[src/rtl/disp_scan_bcd.sv]
// Four-digit display front end: sequential double-dabble binary-to-BCD conversion
// feeding a refresh-multiplexed nibble bus with active-low anodes and leading-zero blanking.
module disp_scan_bcd #(
  parameter int REFRESH_CNT = 50000,
  parameter int LZ_BLANK    = 1
) (
  input  logic        Clk,
  input  logic        Rst,
  input  logic [15:0] Value,
  input  logic        Load,
  output logic        Busy,
  output logic        Ovf,
  output logic [3:0]  Digit,
  output logic [3:0]  An
);

  typedef enum logic [1:0] {
    S_IDLE   = 2'd0,
    S_CONV   = 2'd1,
    S_COMMIT = 2'd2
  } state_t;

  state_t      r_state;
  logic [15:0] r_bin;
  logic [15:0] r_bcd;
  logic [15:0] r_disp;
  logic [3:0]  r_iter;
  logic        r_ovf_pend;
  logic        r_busy;
  logic        r_ovf;
  logic [15:0] r_refresh;
  logic [1:0]  r_idx;
  logic [3:0]  r_digit;
  logic [3:0]  r_an;

  logic [15:0] w_bcd_adj;
  logic [1:0]  w_idx_nxt;
  logic [3:0]  w_digit_nxt;
  logic [3:0]  w_an_nxt;
  logic        w_upper_zero;
  logic        w_wrap;

  function automatic logic [15:0] f_dd_adjust(input logic [15:0] bcd);
    logic [15:0] res;
    res = bcd;
    for (int i = 0; i < 4; i++) begin
      if (bcd[4*i +: 4] >= 4'd5) begin
        res[4*i +: 4] = bcd[4*i +: 4] + 4'd3;
      end else begin
        res[4*i +: 4] = bcd[4*i +: 4];
      end
    end
    return res;
  endfunction

  // Double-dabble correction and next scan slot selection
  always_comb begin
    w_bcd_adj    = f_dd_adjust(r_bcd);
    w_wrap       = (r_refresh == 16'(REFRESH_CNT - 1));
    w_idx_nxt    = r_idx + 2'd1;
    w_digit_nxt  = 4'h0;
    w_upper_zero = 1'b0;
    case (w_idx_nxt)
      2'd0: begin w_digit_nxt = r_disp[3:0];   w_upper_zero = 1'b0; end
      2'd1: begin w_digit_nxt = r_disp[7:4];   w_upper_zero = (r_disp[15:4] == 12'h000); end
      2'd2: begin w_digit_nxt = r_disp[11:8];  w_upper_zero = (r_disp[15:8] == 8'h00); end
      2'd3: begin w_digit_nxt = r_disp[15:12]; w_upper_zero = (r_disp[15:12] == 4'h0); end
      default: begin w_digit_nxt = 4'h0; w_upper_zero = 1'b0; end
    endcase
    if ((LZ_BLANK != 0) && !r_ovf && w_upper_zero) begin
      w_an_nxt = 4'b1111;
    end else begin
      w_an_nxt = ~(4'b0001 << w_idx_nxt);
    end
  end

  // Conversion FSM: capture, 16 shift steps, then commit to the display register
  always_ff @(posedge Clk) begin
    if (Rst) begin
      r_state    <= S_IDLE;
      r_bin      <= 16'h0000;
      r_bcd      <= 16'h0000;
      r_iter     <= 4'd0;
      r_ovf_pend <= 1'b0;
      r_busy     <= 1'b0;
      r_ovf      <= 1'b0;
      r_disp     <= 16'h0000;
    end else begin
      case (r_state)
        S_IDLE: begin
          if (Load) begin
            r_bin      <= Value;
            r_bcd      <= 16'h0000;
            r_iter     <= 4'd0;
            r_ovf_pend <= (Value > 16'd9999);
            r_busy     <= 1'b1;
            r_state    <= S_CONV;
          end
        end
        S_CONV: begin
          {r_bcd, r_bin} <= {w_bcd_adj[14:0], r_bin, 1'b0};
          r_iter         <= r_iter + 4'd1;
          if (r_iter == 4'd15) begin
            r_state <= S_COMMIT;
          end
        end
        S_COMMIT: begin
          // Out-of-range values show the non-numeric code on every digit
          r_disp  <= r_ovf_pend ? 16'hFFFF : r_bcd;
          r_ovf   <= r_ovf_pend;
          r_busy  <= 1'b0;
          r_state <= S_IDLE;
        end
        default: begin
          r_busy  <= 1'b0;
          r_state <= S_IDLE;
        end
      endcase
    end
  end

  // Free-running refresh counter and scan outputs, updated together on wrap
  always_ff @(posedge Clk) begin
    if (Rst) begin
      r_refresh <= 16'h0000;
      r_idx     <= 2'd0;
      r_digit   <= 4'h0;
      r_an      <= 4'b1110;
    end else if (w_wrap) begin
      r_refresh <= 16'h0000;
      r_idx     <= w_idx_nxt;
      r_digit   <= w_digit_nxt;
      r_an      <= w_an_nxt;
    end else begin
      r_refresh <= r_refresh + 16'd1;
    end
  end

  assign Busy  = r_busy;
  assign Ovf   = r_ovf;
  assign Digit = r_digit;
  assign An    = r_an;

endmodule

[config.mk]
export PLATFORM = sky130hd
export DESIGN_NAME = disp_scan_bcd
export DESIGN_NICKNAME = d
export VERILOG_FILES = /design/src/rtl/disp_scan_bcd.sv
export SDC_FILE = /design/constraint.sdc
export NUM_CORES = 1
export LEC_CHECK = 0
export CAP_MARGIN = 5
export CORE_MARGIN = 2
export CORE_UTILIZATION = 45
export DETAILED_ROUTE_END_ITERATION = 10
export HOLD_SLACK_MARGIN = 0.15
export PLACE_DENSITY = 0.64
export SYNTH_ARGS = -nofsm -noshare
export SYNTH_HDL_FRONTEND = slang
export SYNTH_SLANG_ARGS = --single-unit
[constraint.sdc]
create_clock -name Clk -period 2.1 [get_ports Clk]
set_input_delay 0.42 -clock Clk [delete_from_list [all_inputs] [get_ports Clk]]
set_output_delay 0.42 -clock Clk [all_outputs]
set_load 0.02 [all_outputs]
==> impl_metrics.ini, run 1 <==
[run_status]
run_status = complete, no violations

[finish]
most-common-layout-cells = nor2_1 (103), dfxtp_1 (83), clkdlybuf4s50_1 (27)
seq_area_mm2 = 0.00166
final_common_cell = nor2_1
design_area_mm2 = 0.00449
layout.nets = 507
diodes = 0
fill_cells = 794
syn_to_final_growth_pct = 17.3
multi_input_area_mm2 = 0.00201
drive_above_1_share_pct = 8.58

[sta]
fin_ws_ns = 0.162
finalCritPeriodShare_pct = 92.3
finalSetupTns_ns = 0
setup_viol = 0
slew_viol_final = 0
finalHoldViolCount = 0
timing.fmax_ghz = 0.516
relSlewSlack_pct = 35.9
clock_skew_ns = 0.00915
rsz0062_at_grt = false
tightest_slew_ns = 0.958
fin_crit_ns = 1.94

[place]
dp_slack_ns = -0.0914
port_buffers = 28
dp_hpwl_um = 5500
gp_congestion = 0.814
placed_area_mm2 = 0.00426

[logic_synthesis]
async_reset_ff_share_pct = 0
synth_ff_type = dfxtp_1
synth-edff-count = 0
synthesis.area_mm2 = 0.00383
synthesis.nets = 480
yosysUniqueCellTypes = 44
netlist_instances = 446
ys_seq_area_share_pct = 43.4
synth_area_per_cell_um2 = 8.59
ys_ff_latch = 83
yosys_warnings = 0

[critical_path]
reg2reg_depth = 5
critical_path_arrival_ns = 2.21
r2r-start = r_refresh[10]
worstSetupStartpoint = r_refresh[10]
worst-setup-path-type = reg -> reg
worst_ep_required_time_ns = 2.37
start_kind = flop
endpoint_kind = flop
crit_fanout = 4

[die]
pin_count = 29
fp.coreArea_mm2 = 0.00822
die_width_um = 96.3
die_h_um = 96.3
die_area_mm2 = 0.00927
initial_core_util_pct = 46.6
row_count = 33

[clocking]
cts_resized = 0
cts_tree = built
htreeDepth = 3
clk_latency_ns = 0.34
postCtsHoldBufs = 0
clk_pin_slew_ns = 0.09
root_buffer = clkbuf_8
cts_buffer_depth = 2
post_cts_buffers = 0
cts_buffers = 9
clock-sinks = 83

[drt]
detail_route.first_pass.iterations = 4
drc_errors = 0
routed_via_density = 5.29
wl_um = 7850
vias = 3082
drt_iter0_markers = 183
wl_per_cell_um = 13.5
ant_nets = 0

[grt]
grt_pass1_wl_um = 13500
track_usage_pct = 18.3
grt_pass1_vias = 2887
grt_overflow = 0
antenna_found_initial = 0
grt_max_degree = 34

[pwr]
power.total_uw = 3270
p_leak_uw = 0.00167
peakVddDrop_uv = 354
powerDensity_mw_per_mm2 = 728

[min_path]
min_path_type = reg -> reg
holdPathStages = 2
min-delay-start = r_bin[9]

[job]
cap_violations = 0
[synthesized netlist by cell type (5+ instances only)]
| library cell | instances | share of area [%] |
|---|---|---|
| ha_1 | 15 | 4.9 |
| a22o_1 | 16 | 3.7 |
| nand2b_1 | 7 | 1.1 |
| nand2_1 | 17 | 1.7 |
| dfxtp_1 | 83 | 43 |
| a21oi_1 | 19 | 2.5 |
| nor2_1 | 103 | 10 |
| xnor2_1 | 17 | 3.9 |
| nor3_1 | 17 | 2.2 |
| xor2_1 | 6 | 1.4 |
| mux2i_1 | 5 | 1.3 |
| nor2b_1 | 13 | 2.1 |
| nand3_1 | 9 | 1.2 |
| clkbuf_1 | 21 | 2.1 |
| nor4_1 | 11 | 1.8 |
| inv_1 | 14 | 1.4 |
| o21ai_0 | 9 | 1.2 |
| a211oi_1 | 18 | 3.5 |
[worst max-delay path, cell delays in order (launching register included)]
cell and delay (ns):
dfxtp_1 0.34, or4b_4 0.56, or4_4 0.52, nand2b_1 0.16, buf_4 0.16, a2bb2oi_2 0.13
[sequential cells by signal, summed over array words and instances, names as in the netlist]
signal,cells
An,4
Busy,1
Digit,4
Ovf,1
r_bcd,16
r_bin,16
r_disp,16
r_idx,2
r_iter,4
r_ovf_pend,1
r_refresh,16
r_state,2
[worst paths after layout]
path	endpoint	slack, ns
worst max-delay path	An[1]	0.16
worst min-delay path	r_bin[10]	0.46
worst max register to register	An[1]	0.16
worst min register to register	r_bin[10]	0.46
[per-stage QoR]
stage | std cells | hold slack, ns | util [%]
finish | 583 | 0.455 | 54.7
global route | 583 | 0.488 | 54.7
global placement | 567 | 0.432 | 51.8
detailed placement | 567 | 0.446 | 51.8
floorplan | 446 | 0.416 | -
CTS | 583 | 0.452 | 54.7
[layout make-up]
cell class	count	share of cell area [%]
tap	105	2.92
sequential	83	37.0
clock inverter	5	1.89
timing repair buffer	42	9.02
inverter	14	1.17
multi-input combinational	323	44.7
clock buffer	11	3.37
[kinds of logic (layout without fill, tap and decap cells)]
group	count (synthesis)	after routing	synth area share [%]
buf+inv	40	72	4.31
mux	6	6	1.60
fa+ha+maj	15	15	4.90
simple gates	195	195	24.5
compound gates	84	84	16.1
flops	83	83	43.4
xor+xnor	23	23	5.26
[routing by layer]
metal | GRT usage [%] | routed length (um)
met3 | 3.29 | 202
met2 | 29.6 | 3500
met1 | 24.5 | 4030
met4 | 6.55 | 108
met5 | 0 | 0
[power by group]
group / total, uW / switching, uW / internal [uW]
clock: 1320 / 576 / 739
sequential: 1670 / 44.4 / 1620
combinational: 292 / 159 / 132
total: 3270 / 780 / 2490
(Power assumes the default switching activity.)
==> run 2, diff against run 1 <==
--- a/config.mk
+++ b/config.mk
@@ -8,6 +8,7 @@
 export CAP_MARGIN = 5
 export CORE_MARGIN = 2
 export CORE_UTILIZATION = 45
+export CTS_BUF_LIST = sky130_fd_sc_hd__clkbuf_8
 export DETAILED_ROUTE_END_ITERATION = 10
 export HOLD_SLACK_MARGIN = 0.15
 export PLACE_DENSITY = 0.64
==> results of run 2 <==
No change in the layout: final DEF, timing and power equal those of run 1.
